[src/rtl/dmem_responder.sv]
// dmem_responder: single-port word RAM behind a valid/ready request channel
// and a valid/ready response channel, with WAIT_STATES programmable wait cycles.
//
// Optional feature macro: DMEM_RESP_ERR_CHECK_EN
//   defined   -> misaligned or out-of-range addresses fault (rsp_err_o=1,
//                stores write nothing, loads return 0).
//   undefined -> rsp_err_o tied 0; the address wraps modulo DEPTH words.
//
// Timing: a request accepted on edge N always spends WAIT_STATES+1 cycles in
// WAIT. The RAM access happens on the edge that leaves WAIT, so rsp_valid_o
// rises after edge N+1+WAIT_STATES. WAIT_STATES=0 still passes through WAIT
// for one cycle, because the registered RAM read needs an edge of its own.
module dmem_responder #(
  parameter int DATA_WIDTH  = 32,
  parameter int ADDR_WIDTH  = 5,
  parameter int WAIT_STATES = 2
) (
  input  logic                    clk_i,
  input  logic                    reset_i,
  input  logic                    req_valid_i,
  output logic                    req_ready_o,
  input  logic                    req_write_i,
  input  logic [DATA_WIDTH-1:0]   req_addr_i,
  input  logic [DATA_WIDTH-1:0]   req_wdata_i,
  input  logic [DATA_WIDTH/8-1:0] req_be_i,
  output logic                    rsp_valid_o,
  input  logic                    rsp_ready_i,
  output logic [DATA_WIDTH-1:0]   rsp_rdata_o,
  output logic                    rsp_err_o
);

  localparam int NB    = DATA_WIDTH / 8;
  localparam int OFF   = $clog2(NB);
  localparam int DEPTH = 1 << ADDR_WIDTH;

  typedef enum logic [1:0] {S_IDLE, S_WAIT, S_RESP} state_t;

  state_t                  state_reg, state_next;
  logic [3:0]              cnt_reg, cnt_next;
  logic                    write_reg;
  logic [ADDR_WIDTH-1:0]   idx_reg;
  logic                    fault_reg;
  logic [DATA_WIDTH-1:0]   wdata_reg;
  logic [NB-1:0]           be_reg;
  logic                    accept;
  logic                    access;
  logic                    req_fault;
  logic [DATA_WIDTH-1:0]   wmask;
  logic [DATA_WIDTH-1:0]   mem [DEPTH];

`ifdef DMEM_RESP_ERR_CHECK_EN
  // Fault when any byte-offset bit or any bit above the word index is set.
  assign req_fault = (|(req_addr_i << (DATA_WIDTH - OFF))) |
                     (|(req_addr_i >> (OFF + ADDR_WIDTH)));
`else
  // Offset and upper address bits are deliberately ignored: address wraps.
  logic unused_addr;
  assign unused_addr = &{1'b0, req_addr_i};
  assign req_fault   = 1'b0;
`endif

  // Expand byte enables into a bit mask for the read-modify-write store.
  generate
    for (genvar gi = 0; gi < NB; gi++) begin : g_wmask
      assign wmask[gi*8 +: 8] = {8{be_reg[gi]}};
    end
  endgenerate

  assign req_ready_o = (state_reg == S_IDLE);
  assign rsp_valid_o = (state_reg == S_RESP);

  // Next-state logic: accept in IDLE, count down in WAIT, hold in RESP until taken.
  always_comb begin
    state_next = state_reg;
    cnt_next   = cnt_reg;
    accept     = 1'b0;
    access     = 1'b0;
    case (state_reg)
      S_IDLE: begin
        if (req_valid_i) begin
          accept     = 1'b1;
          cnt_next   = 4'(WAIT_STATES);
          state_next = S_WAIT;
        end
      end
      S_WAIT: begin
        if (cnt_reg == 4'd0) begin
          access     = 1'b1;
          state_next = S_RESP;
        end else begin
          cnt_next = cnt_reg - 4'd1;
        end
      end
      S_RESP: begin
        if (rsp_ready_i) state_next = S_IDLE;
      end
      default: state_next = S_IDLE;
    endcase
  end

  // State, wait counter and the request fields captured on the accept edge.
  always_ff @(posedge clk_i or negedge reset_i) begin
    if (!reset_i) begin
      state_reg <= S_IDLE;
      cnt_reg   <= 4'd0;
      write_reg <= 1'b0;
      idx_reg   <= '0;
      fault_reg <= 1'b0;
      wdata_reg <= '0;
      be_reg    <= '0;
    end else begin
      state_reg <= state_next;
      cnt_reg   <= cnt_next;
      if (accept) begin
        write_reg <= req_write_i;
        idx_reg   <= req_addr_i[OFF +: ADDR_WIDTH];
        fault_reg <= req_fault;
        wdata_reg <= req_wdata_i;
        be_reg    <= req_be_i;
      end
    end
  end

  // RAM store on the RESP-entry edge; contents are never reset.
  always_ff @(posedge clk_i) begin
    if (access && write_reg && !fault_reg)
      mem[idx_reg] <= (mem[idx_reg] & ~wmask) | (wdata_reg & wmask);
  end

  // Response data/error registered on the RESP-entry edge, held until the next access.
  always_ff @(posedge clk_i or negedge reset_i) begin
    if (!reset_i) begin
      rsp_rdata_o <= '0;
      rsp_err_o   <= 1'b0;
    end else if (access) begin
      rsp_err_o   <= fault_reg;
      rsp_rdata_o <= (write_reg || fault_reg) ? '0 : mem[idx_reg];
    end
  end

endmodule

[config.mk]
export PLATFORM = sky130hd
export DESIGN_NAME = dmem_responder
export DESIGN_NICKNAME = d
export VERILOG_FILES = /design/src/rtl/dmem_responder.sv
export SDC_FILE = /design/constraint.sdc
export NUM_CORES = 1
export LEC_CHECK = 0
export CAP_MARGIN = 20
export CELL_PAD_IN_SITES_DETAIL_PLACEMENT = 0
export CELL_PAD_IN_SITES_GLOBAL_PLACEMENT = 1
export CORE_MARGIN = 4
export CORE_UTILIZATION = 58
export DETAILED_ROUTE_END_ITERATION = 7
export PLACE_DENSITY_LB_ADDON = 0.25
export SLEW_MARGIN = 20
export SYNTH_ARGS = -nofsm -noshare
export SYNTH_HDL_FRONTEND = slang
export SYNTH_SLANG_ARGS = --single-unit
[constraint.sdc]
create_clock -name clk_i -period 7.6 [get_ports clk_i]
set_clock_uncertainty 0.2 [all_clocks]
set_input_delay 1.52 -clock clk_i [delete_from_list [all_inputs] [get_ports clk_i]]
set_output_delay 1.52 -clock clk_i [all_outputs]
set_load 0.005 [all_outputs]
==> impl_metrics.json <==
{
  "endpoint": "mem[28][14]",
  "worstHoldPathType": "flip-flop to flip-flop",
  "cts.path.max_buffers": 3,
  "crit_type": "flip-flop to flip-flop",
  "synth_top_area_cell": "edfxtp_1",
  "path_clk_slew_ps": 60,
  "multiInputGateArea_um2": 9359,
  "synth_common_cells": "edfxtp_1 (1024), mux2i_1 (512), o22ai_1 (225)",
  "synth.most_common_cell": "edfxtp_1",
  "max_freq_mhz": 211.8,
  "core-area_um2": 72830,
  "ir_drop_uv": 343.2,
  "pre_cts_ws_ps": 2852,
  "finalCoreUtilization_pct": 66.21,
  "ys_ff_latch": 1104,
  "first_global_vias": 21911,
  "ys_types": 40,
  "ant_nets": 0,
  "routed_wirelength_um": 101900,
  "critPathArrivalTime_ps": 4850,
  "largest_register_ff_count": 1024,
  "layout.nets": 2488,
  "port_buffers": 79,
  "initial_core_util_pct": 58.52,
  "finalHoldViolCount": 0,
  "path_cells": "buf_4 > buf_4 > mux2i_1 > o22ai_1 > nor4_1 > nand2_1 > mux2_2",
  "synth_top_area_share_pct": 72.15,
  "path_common_cell": "buf_4",
  "async_flop_share_pct": 7.246,
  "status": "completed",
  "synthFlopType": "edfxtp_1",
  "reg2regPathDepth": 7,
  "area_delta_synth_final_pct": 13.15,
  "layout_min_cycle_time_ps": 4721,
  "crit_path_top_delay_cell": "dfrtp_4",
  "rsz0062_at_grt": "false",
  "die_w_um": 279.1,
  "final_cells": 3463,
  "grt_max_degree": 145,
  "nFillCells": 4761,
  "post_cts_buffers": 0,
  "grt_pass1_wl_um": 147800,
  "syn-num-nets": 2380,
  "finalCritPeriodShare_pct": 62.12,
  "max_stage_delay_ps": 1080,
  "cap_violations": 0,
  "grt_use_total_pct": 26.10,
  "finalWorstSetupSlack_ps": 2879,
  "cts_tree": "yes",
  "drv_slew": 0,
  "gp_congestion": 0.7744,
  "die_area_um2": 77880,
  "r2r-start": "idx_reg[1]",
  "route.detailed.drc": 0,
  "cts_sinks": 1104,
  "antenna_found_initial": 0,
  "r2r_end": "mem[28][14]",
  "layout-drive-gt1-share_pct": 15.42,
  "hpwl_um": 54860,
  "setup_violations": 0,
  "rrSetupSlack_ps": 2880,
  "via_per_inst": 6.412,
  "seq_area_um2": 32760,
  "die_y_um": 279.1,
  "p_per_area_nw_per_um2": 425.0,
  "yosysWarnings": 0,
  "hold-worst-slack_ps": 302.8,
  "wl_per_cell_um": 29.44,
  "n_antenna_cell": 0,
  "hold_buffers": 0,
  "start_kind": "flip-flop",
  "dr.first_iter.drc_count": 2318,
  "yosys-top-cells-area": "edfxtp_1 (72%), mux2i_1 (12%), dfrtp_1 (4.7%)",
  "rows": 99,
  "vias": 22206,
  "tightest_slew_ps": 1178,
  "p_leak_nw": 16.77,
  "netlist_area_um2": 42620,
  "crit_fanout": 54,
  "ys_seq_area_share_pct": 76.85,
  "end_kind": "flip-flop",
  "synthCells": 2305,
  "post_cts_resized": 0,
  "clock-root-buffer": "clkbuf_16",
  "io_pins": 108,
  "cp-startpoint": "idx_reg[1]",
  "synth_edf_count": 1024,
  "critPathRequiredTime_ps": 7730,
  "max-slew-margin-rel_pct": 21.47,
  "htree_levels": 3,
  "grt_overflow": 0,
  "numCtsBuffers": 104,
  "dp.cells": 3265,
  "syn_avg_cell_area_um2": 18.49,
  "tns_ps": 0,
  "drtPass1Iterations": 5,
  "clock_latency_ps": 670
}
layout by cell type (no fill, tap or decap), types with 17 or more instances in the layout:
cell type / instances
dfrtp_1: 79
clkinv_1: 18
nor2_4: 29
buf_4: 61
edfxtp_1: 1024
clkdlybuf4s50_1: 78
nor4_1: 65
o22ai_1: 225
mux2_2: 74
nand2_1: 35
clkbuf_1: 17
mux2i_1: 512
o22ai_2: 31
clkinv_2: 19
a22o_1: 32
clkbuf_16: 104
through the flow:
| step | instance area, um^2 | total power, mW |
|---|---|---|
| 4_1_cts | 48200 | 20.60 |
| 5_1_grt | 48220 | 21.34 |
| 2_1_floorplan | 42620 | 13.37 |
| 3_5_place_dp | 44660 | 15.34 |
| 6_report | 48220 | 20.50 |
| 3_3_place_gp | 44600 | 15.09 |
logic make-up (layout without fill, tap and decap cells):
logic type      count (synthesis)  count (layout)  share of synthesized area (%)
fa+ha+maj                       2               2                        0.05871
simple gates                  174             174                          2.328
compound gates                291             291                          4.909
other cells                     1               1                       0.008799
xor+xnor                        2               2                        0.04111
flops                        1104            1104                          76.85
buf+inv                       145             344                          1.829
mux                           586             586                          13.98
worst max-delay path: cells and delay by family (launching register included):
| family | cells | cell delay, ps |
|---|---|---|
| buffers and inverters | 2 | 1480 |
| muxes | 2 | 750 |
| DFF | 1 | 1080 |
| AOI/OAI and AO/OA | 1 | 100 |
| and+or+nand+nor | 2 | 650 |
power breakdown:
group	internal [mW]	switching, mW	total, mW
Sequential	9.13	0.352	9.48
Clock	3.11	2.19	5.30
Combinational	1.86	3.86	5.72
Total	14.1	6.40	20.5
cell type report:
cell class,instances,area share [%]
multi-input cells,1056,19.41
well taps,959,2.488
flip-flops and latches,1104,67.92
clock inverters,68,1.593
clock buffers,129,5.757
repair buffers,144,2.807
inverters,3,0.02335
worst min path at each step:
stage	from	endpoint	slack, ps	cells past startpoint
floorplan	wdata_reg[22]	wdata_reg[22]	270	1
global placement	rsp_rdata_o[4]	rsp_rdata_o[4]	290	1
detailed placement	rsp_rdata_o[23]	rsp_rdata_o[23]	290	1
CTS	rsp_rdata_o[3]	rsp_rdata_o[3]	310	1
global route	rsp_rdata_o[23]	rsp_rdata_o[23]	320	1
finish	wdata_reg[7]	wdata_reg[7]	300	1
metal layers:
metal	wire length, um	vias to the layer above	GRT usage, %
li1	-	9567	-
met1	42620	11580	38.05
met2	48990	926	42.22
met3	8287	133	4.130
met4	2047	0	6.278
met5	0	-	0
Power figures use the tool's default switching activity.
